**config.mk**
```make
export PLATFORM = sky130hd
export DESIGN_NAME = router_sync
export DESIGN_NICKNAME = d
export VERILOG_FILES = /design/src/rtl/router_pkg.sv /design/src/rtl/router_sync_timer.sv /design/src/rtl/router_sync.sv
export SDC_FILE = /design/constraint.sdc
export NUM_CORES = 1
export LEC_CHECK = 0
export ABC_AREA = 1
export CAP_MARGIN = 20
export CORE_MARGIN = 2
export CORE_UTILIZATION = 45
export DETAILED_ROUTE_END_ITERATION = 7
export GPL_TIMING_DRIVEN = 0
export PLACE_DENSITY = 0.72
export SLEW_MARGIN = 20
export SYNTH_ARGS = -nofsm -noshare
export SYNTH_HDL_FRONTEND = slang
export SYNTH_SLANG_ARGS = --single-unit
export TNS_END_PERCENT = 100
```
**constraint.sdc**
```tcl
create_clock -name clock -period 3 [get_ports clock]
set_clock_uncertainty 0.1 [all_clocks]
set_input_delay 0.6 -clock clock [delete_from_list [all_inputs] [get_ports clock]]
set_output_delay 0.6 -clock clock [all_outputs]
set_load 0.01 [all_outputs]
```
**src/rtl/router_pkg.sv**
```systemverilog
// Shared constants and the address decode helper for the 1x3 router.
package router_pkg;

   localparam int ROUTER_NUM_CH       = 3;
   localparam int ROUTER_ADDR_W       = 2;
   localparam int ROUTER_SYNC_TIMEOUT = 30;
   localparam int ROUTER_SYNC_CNT_W   = 5;

   typedef logic [ROUTER_ADDR_W-1:0] router_addr_t;

   localparam router_addr_t ROUTER_ADDR_INVALID = 2'b11;

   // The invalid address maps to no channel, so its packet is silently dropped.
   function automatic logic [ROUTER_NUM_CH-1:0] addr_to_onehot(input router_addr_t addr);
      logic [ROUTER_NUM_CH-1:0] onehot;
      case (addr)
         2'b00:   onehot = 3'b001;
         2'b01:   onehot = 3'b010;
         2'b10:   onehot = 3'b100;
         default: onehot = 3'b000;
      endcase
      return onehot;
   endfunction

endpackage

```
**src/rtl/router_sync_timer.sv**
```systemverilog
// Per-channel watchdog: pulses soft_rst when valid data sits unread for TIMEOUT
// consecutive cycles.
module router_sync_timer #(
   parameter int TIMEOUT = 30,
   parameter int CNT_W   = 5
) (
   input  logic clock,
   input  logic resetn,
   input  logic vld,
   input  logic rd,
   output logic soft_rst
);

   logic [CNT_W-1:0] cnt;

   // Any read or idle cycle restarts the window; the counter clears on the pulse
   // itself so it never wraps.
   always_ff @(posedge clock or negedge resetn) begin
      if (!resetn) begin
         cnt      <= '0;
         soft_rst <= 1'b0;
      end else if (vld && !rd) begin
         if (cnt == CNT_W'(TIMEOUT - 1)) begin
            cnt      <= '0;
            soft_rst <= 1'b1;
         end else begin
            cnt      <= cnt + CNT_W'(1);
            soft_rst <= 1'b0;
         end
      end else begin
         cnt      <= '0;
         soft_rst <= 1'b0;
      end
   end

endmodule

```
**src/rtl/router_sync.sv**
```systemverilog
// Router address/handshake synchroniser: address latch, write steering, full mux and
// per-channel timeouts. Optional sticky timeout status under ROUTER_SYNC_TO_STATUS_EN.
module router_sync
   import router_pkg::*;
#(
   parameter int TIMEOUT = ROUTER_SYNC_TIMEOUT,
   parameter int CNT_W   = ROUTER_SYNC_CNT_W
) (
   input  logic                     clock,
   input  logic                     resetn,
   input  logic                     detect_add,
   input  logic [ROUTER_ADDR_W-1:0] data_in,
   input  logic                     write_enb_reg,
   input  logic [ROUTER_NUM_CH-1:0] read_enb,
   input  logic [ROUTER_NUM_CH-1:0] empty,
   input  logic [ROUTER_NUM_CH-1:0] full,
`ifdef ROUTER_SYNC_TO_STATUS_EN
   input  logic                     clr_status,
   output logic [ROUTER_NUM_CH-1:0] timeout_flag,
`endif
   output logic [ROUTER_NUM_CH-1:0] write_enb,
   output logic                     fifo_full,
   output logic [ROUTER_NUM_CH-1:0] vld_out,
   output logic [ROUTER_NUM_CH-1:0] soft_reset
);

   router_addr_t int_addr;

   always_ff @(posedge clock or negedge resetn) begin
      if (!resetn) begin
         int_addr <= '0;
      end else if (detect_add) begin
         int_addr <= data_in;
      end
   end

   // Decode uses the registered address, so a header written in the same cycle it is
   // detected still goes to the previously latched channel.
   always_comb begin
      write_enb = '0;
      if (write_enb_reg) begin
         write_enb = addr_to_onehot(int_addr);
      end
   end

   always_comb begin
      fifo_full = 1'b0;
      case (int_addr)
         2'b00:   fifo_full = full[0];
         2'b01:   fifo_full = full[1];
         2'b10:   fifo_full = full[2];
         default: fifo_full = 1'b0;
      endcase
   end

   assign vld_out = ~empty;

   for (genvar ch = 0; ch < ROUTER_NUM_CH; ch++) begin : g_timer
      router_sync_timer #(
         .TIMEOUT (TIMEOUT),
         .CNT_W   (CNT_W)
      ) u_timer (
         .clock    (clock),
         .resetn   (resetn),
         .vld      (vld_out[ch]),
         .rd       (read_enb[ch]),
         .soft_rst (soft_reset[ch])
      );
   end

`ifdef ROUTER_SYNC_TO_STATUS_EN
   // A timeout landing in the same cycle as a clear must not be lost, so set wins.
   always_ff @(posedge clock or negedge resetn) begin
      if (!resetn) begin
         timeout_flag <= '0;
      end else begin
         timeout_flag <= (timeout_flag & ~{ROUTER_NUM_CH{clr_status}}) | soft_reset;
      end
   end
`endif

endmodule

```
==> reports/results.txt, run 1 <==
The run finished with clean final reports. Measured against its own limit, the worst slew margin works out to 41.1%. The tools report the remaining number of nets flagged by the antenna check after routing as 0. The synthesized design devotes to its leading area cell type 43.6% of total area.

For the worst setup path, the data arrival time is 1.89 ns. The synthesized netlist devotes 6.54% of its cell area to adder and majority cells. The run gives 0.714 nW as the leakage power total. Clock tree synthesis inserted a total of 3 buffers. The number of buffer cells added on primary ports works out to 24.

The logs give 0 for the number of antenna violations at the first check in global routing and 21 for the maximum number of pins on one net before global-route repair. Actual slew at the worst max-slew pin: 0.881 ns. The critical path class is in2out. The share of cell area taken by muxes after synthesis is 0%, and the post-layout instance area is 0.00146 mm2. The via-per-instance ratio works out to 4.65.

The area growth from synthesis to layout is 27.4%. For the number of hold-slack violations in the final timing report, the log shows 0. The number of hold buffers added after CTS was 0. TritonCTS built the clock tree.

The clock sink count was 20. Based on the critical path, the design can be clocked at up to 0.387 GHz. The number of global-route vias before repair was 793.

The repair_antennas step left the layout with diodes totalling 0. The post-detailed-route wirelength per cell is 10.1 um. By count the netlist is led by 20 x dfrtp_1, 18 x inv_1, 14 x nand2_1. In this run the mean area of a mapped cell was 9.48 um2. For this run, the number of Yosys warnings is 0. The tools report the clock tree root driver cell as clkbuf_4. In the post-synthesis netlist, the biggest area contributors are dfrtp_1 44%, ha_1 6.5%, inv_1 5.9%.

The xor/xnor cell area share of the yosys netlist is 2.29%. In this run the vertical extent of the chip is 54.5 um. The remaining routing DRC violations is 0, and the largest fanout of any net on the critical path is 3. Critical path launch point type: a primary input. The run gives 175 as the post-placement cell count. Fraction of the mapped netlist area in simple logic gates: 33.6%. The count of state elements after synthesis works out to 20.

Once the clock tree was built, the resizer swapped 0 gates to a different size. By area, the combinational part of the netlist is dominated by simple AND/OR/NAND/NOR gates. The run gives 142 as the number of nets in the synthesized netlist. The fraction of the cycle the final worst path needs was 86.2%. The final critical path time including I/O delays and setup is 2.59 ns. Leading register cell type out of synthesis: dfrtp_1. The number of library cell types mapped by synthesis is 19, and the number of H-tree branching levels is 1. The fraction of registers with async set/reset was 100%; the post-synthesis instance total was 121. Setup violations remaining at the end of the flow were counted as 0.

After floorplanning, the core was divided into 18 placement rows. The residual overflow from global routing came out at 0. The first TritonRoute pass finished after 3 iterations.

For the worst-skew pair, the clock arrives at the later sink with an insertion delay of 0.30 ns. The number of setup buffers added after CTS is 0. The HPWL after detailed placement was 1.48 mm; the first-pass GRT wire length was 3.12 mm. The floorplan step defined a die boundary enclosing 0.00297 mm2. The initial utilization of the core area, before any placement, comes to 46.7%. The final weighted congestion of routability-driven global placement is 0.717.

The completed layout was analyzed and its total power is 0.512 mW. The placed instances occupy a cell area of 0.00143 mm2. In this run the horizontal extent of the chip is 54.5 um. Worst min-delay path category: reg2reg. The worst setup path is captured at an output pin. Summed over all instances, the cell type with the most area after synthesis is dfrtp_1. The number of max-cap violations was 0; the final routed wirelength across all metal layers was 1.81 mm. The clock transition at the register clock pins on the worst setup and hold paths after CTS is 0.11 ns. In the post-synthesis netlist, the cell with the most instances is dfrtp_1.

Counting flops with a built-in enable in the synthesized netlist gives 0. The logs give 10 for the starting DRC count in detailed routing and 2 for the worst-case clock buffer depth. Summed over all failing endpoints, the final setup total negative slack is 0 ns. Cells fill 59.5% of the core in the end.

For the boundary pin count, the log shows 25. The number of vias after detailed routing is 833. Of the cells placed in the final design, the portion with a size suffix greater than 1 is 26.8%.

Setup repair after global routing left no endpoint under its margin. Data on the critical path is required at its endpoint by 2.30 ns. After the last flow step, the layout net total stands at 171.

The count of placed standard cells in the final layout, fillers left out was 179; the count of fill cells added during filler insertion was 221. The final max-slew violation count is 0. The core region is 0.00245 mm2. For this run, the total global-route usage over all layers was measured as 14.9%.

The mapped netlist covers 0.00115 mm2. The power density relative to cell area was 350 mW/mm2; the sequential-to-total area share from yosys stat was 43.6%. Fraction of the mapped netlist area in compound gates: 3.16%. IR analysis of the VDD net gives a maximum drop of 0.000273 V.
-- through the flow --
stage	worst slack (ns)	hold slack, ns
final	0.413	0.421
after global routing	0.347	0.460
after CTS	0.403	0.427
after detailed placement	0.413	0.407
after global placement	0.418	0.396
after floorplan	1.40	0.204
-- where the power goes --
group          switching (mW)  internal [mW]  total, mW
clock network          0.0803         0.0740      0.154
registers             0.00724          0.276      0.283
logic                  0.0347         0.0404     0.0751
-- registers in the layout, summed over array words and instances, names as in the netlist --
name / flops
int_addr: 2
g_timer.u_timer.cnt: 15
g_timer.u_timer.soft_rst: 3
-- layout by cell type (no fill, tap or decap) --
| cell | count |
|---|---|
| o21ai_0 | 2 |
| clkbuf_4 | 3 |
| a21oi_2 | 3 |
| nor2_8 | 1 |
| nand4_1 | 3 |
| nor2_4 | 2 |
| clkdlybuf4s50_1 | 24 |
| nand2_4 | 6 |
| nor2_1 | 6 |
| inv_1 | 18 |
| nand2_1 | 14 |
| buf_4 | 6 |
| xnor2_1 | 3 |
| inv_2 | 3 |
| dfrtp_1 | 20 |
| ha_1 | 6 |
| clkbuf_8 | 1 |
| nor3_2 | 3 |
| nand3_1 | 10 |
| nor2_2 | 9 |
| nor3_1 | 3 |
| nand3_2 | 3 |
-- critical path, stage by stage --
cell             delay [ns]
clkdlybuf4s50_1        0.62
inv_1                  0.07
buf_4                  0.13
clkdlybuf4s50_1        0.46
-- layer usage --
layer	GRT usage (%)	routed length, um
met1	16.0	770
met2	27.9	953
met3	5.74	87
met4	2.50	0
met5	0	0
-- kinds of logic (layout without fill, tap and decap cells) --
logic type | count (synthesis) | in the layout
flip-flops | 20 | 20
AND/OR/NAND/NOR | 60 | 60
AO/OA/AOI/OAI | 5 | 5
buffers and inverters | 27 | 55
XOR/XNOR | 3 | 3
adder cells (fa/ha/maj) | 6 | 6
-- cell type report --
cell class	count	area [um2]	share of cell area [%]
timing repair buffer	24	240	16.4
clock buffer	4	36.3	2.48
inverter	21	78.8	5.39
buffer	6	45.0	3.08
tap	30	37.5	2.57
multi-input combinational	74	523	35.8
sequential	20	500	34.2
-- final timing paths --
check / to / cells after the start / slack [ns] / from
min in group asynchronous: g_timer[0].u_timer.cnt[2]$_DFF_PN0_ / 1 / 0.69 / resetn
max in group asynchronous: g_timer[1].u_timer.soft_rst$_DFF_PN0_ / 1 / 1.57 / resetn
worst max-delay path: vld_out[1] / 4 / 0.41 / empty[1]
worst min register to register: g_timer[2].u_timer.cnt[0]$_DFF_PN0_ / 1 / 0.42 / g_timer[2].u_timer.cnt[0]$_DFF_PN0_
worst max register to register: g_timer[2].u_timer.cnt[1]$_DFF_PN0_ / 6 / 1.80 / g_timer[2].u_timer.cnt[0]$_DFF_PN0_
worst min-delay path: g_timer[2].u_timer.cnt[0]$_DFF_PN0_ / 1 / 0.42 / g_timer[2].u_timer.cnt[0]$_DFF_PN0_
Power figures use the tool's default switching activity.
==> inputs of run 2 (changes only) <==
CORE_MARGIN = 3   (was 2)
SLEW_MARGIN = 30   (was 20)
==> run 2 against run 1 <==
Critical path depth stayed put. Wire length is 6.2% higher. Register-to-register slack hardly changed. Global-route usage is 1.7 points lower. Clock power is 42% higher. First-iteration DRC count is 100% higher. Combinational power is 1% lower. Sequential power hardly changed. Flip-flop and latch count stayed put. Via count is 1.7% lower. Highest routed layer unchanged.
==> reports/results.txt, run 2 (synthesis gave the netlist of run 1 again) <==
The run gives 0 as the number of antenna violations at the first check in global routing. In this run, post-CTS hold repair placed 0 buffers. The leakage power total is 0.721 nW.

The residual overflow from global routing is 0, and the area of the multi-input gates is 523 um2. The run gives 49.5% as the initial core utilization. The worst setup path is captured at an output pin. The final number of setup-violating endpoints is 0. The flow ran to the end, and the final reports show no timing, DRC or antenna violations.

The most used cell along the critical path was clkdlybuf4s50_1. The number of max-cap violations was 0. The reported net switching power is 0.125 mW, and the number of gates given a new drive strength after cts is 0.

Final weighted congestion of routability-driven global placement: 0.705. The final max-slew violation count is 0. The largest registers in the layout are g_timer.u_timer.cnt (15), g_timer.u_timer.soft_rst (3), int_addr (2). Number of buffer cells added on primary ports: 24.

The sum of internal, switching and leakage power was 0.575 mW; the sequential cell fraction of total power was 49.3%. Dividing the detail-routed via count by the number of cells gives 4.63. The width of the chip was 56.5 um; the worst endpoint data arrival time was 1.88 ns.

In this run the remaining antenna-violating nets after routing total 0. The smallest clock period supported by the final layout is computed as 2.58 ns. The antenna diode count is 0, and the floorplan die height is 56.5 um. Counting both buffers and inverters, the worst setup path holds a total of 4. The region available for standard cell placement spans 0.00232 mm2.

After the flow finishes, the layout carries non-filler instances totaling 177. The largest fanout of any net on the critical path is 3. Summing all flip-flop and latch instances after layout gives 500 um2. In this run, the combinational gates consume 12.9% of the power. The headroom to the max-slew limit is 70.5%, and the number of detailed-route iterations in the first pass is 4.

The switching power as a share of total power works out to 21.7%. Final routed wirelength across all metal layers: 1.92 mm. The clock passes through at most 2 buffers.

Part of the total power dissipated in the clock network: 37.8%. On the worst path, the slowest cell contributes a delay of 0.62 ns. The post-layout instance area is 0.00147 mm2, and the remaining routing DRC violations is 0. TritonCTS built the clock tree.

On the critical path the largest part of the delay comes from buffers and inverters. After routing, the total negative slack on setup checks comes to 0 ns. The slowest stage cell on the critical path is clkdlybuf4s50_1.

Number of global-route vias before repair: 777. The required time at the worst-slack endpoint is 2.30 ns. The area added between synthesis and finish is 28.1%. The critical path launch point type was a primary input.

Clock tree synthesis inserted a total of 3 buffers. After detailed placement, the total cell area comes to 0.00142 mm2. For the timing-limited maximum frequency, the log shows 0.387 GHz. Leading cell type in the layout, fill and taps excluded: clkdlybuf4s50_1. The number of post-CTS setup repair buffers is 0. The register with the most flip-flops in the layout has 15 of them. Dividing the detail-routed wire length by the instance count gives 10.9 um.

In the final layout, the share of cells above drive strength 1 is 27.5%. The critical path class was in2out. The fraction of the cycle the final worst path needs came out at 86.1%. In this run the core area contains 17 standard-cell rows. The logs give 20 for the clock sink count and 0.00319 mm2 for the die outline area. Fill cells in the final layout number 204.

The internal portion of the total power is 0.450 mW. The worst min-delay path category is in2async. The tools report the total track usage as 13.2%. The number of hold-slack violations in the final timing report is 0. The largest voltage drop on the vdd net came out at 0.000352 V. The root buffer cell chosen for the clock tree is clkbuf_4. Largest register by flop count: g_timer.u_timer.cnt.

Once detailed placement completed, the half-perimeter wirelength came to 1.50 mm. Insertion delay of the later-clocked pin in the worst-skew pair: 0.30 ns. The top cell types in the final layout, fill and taps aside, are 23 x clkdlybuf4s50_1, 20 x dfrtp_1, 18 x inv_1, 14 x nand2_1, 10 x nand3_1.

For this design the ratio of total power to cell area is 391 mW/mm2. During I/O placement, the number of pins put on the boundary was 25. The clock transition at the register clock pins on the worst setup and hold paths after CTS was 0.12 ns. Entering global routing, the biggest net connects 21 pins.

Across all layers, the routed design uses 819 vias. Setup repair after global routing left no endpoint under its margin. For the pin with the worst max-slew slack, the measured transition is 0.442 ns.

After the first detailed-routing iteration, the DRC count stood at 20. Number of H-tree branching levels: 1. The first global-routing pass estimated 3.29 mm of wire. The critical path goes through clkdlybuf4s50_1 -> inv_1 -> buf_4 -> clkdlybuf4s50_1. For the final net count, the log shows 171.

For the post-placement cell count, the log shows 173.
-- run 2: power groups by stage --
stage	sequential [mW]	clock, mW	combinational (mW)
after floorplan	0.287	0	0.0308
after global placement	0.288	0	0.0748
after detailed placement	0.288	0	0.0758
after CTS	0.283	0.226	0.0763
after global routing	0.285	0.234	0.0812
final	0.283	0.218	0.0742
-- run 2: per-layer routing --
layer | vias to the layer above | global-route usage, % | share of wire [%]
li1 | 429 | - | -
met1 | 381 | 15.0 | 42
met2 | 9 | 23.6 | 54
met3 | 0 | 5.06 | 4.5
met4 | 0 | 2.03 | 0
met5 | - | 0 | 0
-- run 2: cell type report --
class,count,share of cell area (%)
multi-input cells,74,35.6
clock buffers,3,1.53
clock inverters,1,2.04
plain buffers,6,3.06
inverters,21,5.36
flip-flops and latches,20,34.0
well taps,28,2.38
repair buffers,24,16.0
-- run 2: metrics by stage --
stage | hold slack (ns) | utilization, % | setup slack [ns]
floorplan | 0.204 | - | 1.40
global placement | 0.393 | 61.4 | 0.426
detailed placement | 0.400 | 61.4 | 0.413
CTS | 0.429 | 63.6 | 0.408
global route | 0.142 | 63.4 | 0.362
finish | 0.119 | 63.4 | 0.418
-- run 2: path summary, 6_finish.rpt --
kind	start	endpoint	slack, ns	cells after the start
max	empty[1]	vld_out[1]	0.42	4
min	resetn	g_timer[2].u_timer.soft_rst$_DFF_PN0_	0.12	1
max reg2reg	g_timer[1].u_timer.cnt[0]$_DFF_PN0_	g_timer[1].u_timer.cnt[3]$_DFF_PN0_	1.80	6
min reg2reg	g_timer[0].u_timer.cnt[0]$_DFF_PN0_	g_timer[0].u_timer.cnt[0]$_DFF_PN0_	0.42	1
max in group asynchronous	resetn	g_timer[1].u_timer.cnt[4]$_DFF_PN0_	2.37	1
min in group clock	g_timer[0].u_timer.cnt[0]$_DFF_PN0_	g_timer[0].u_timer.cnt[0]$_DFF_PN0_	0.42	1
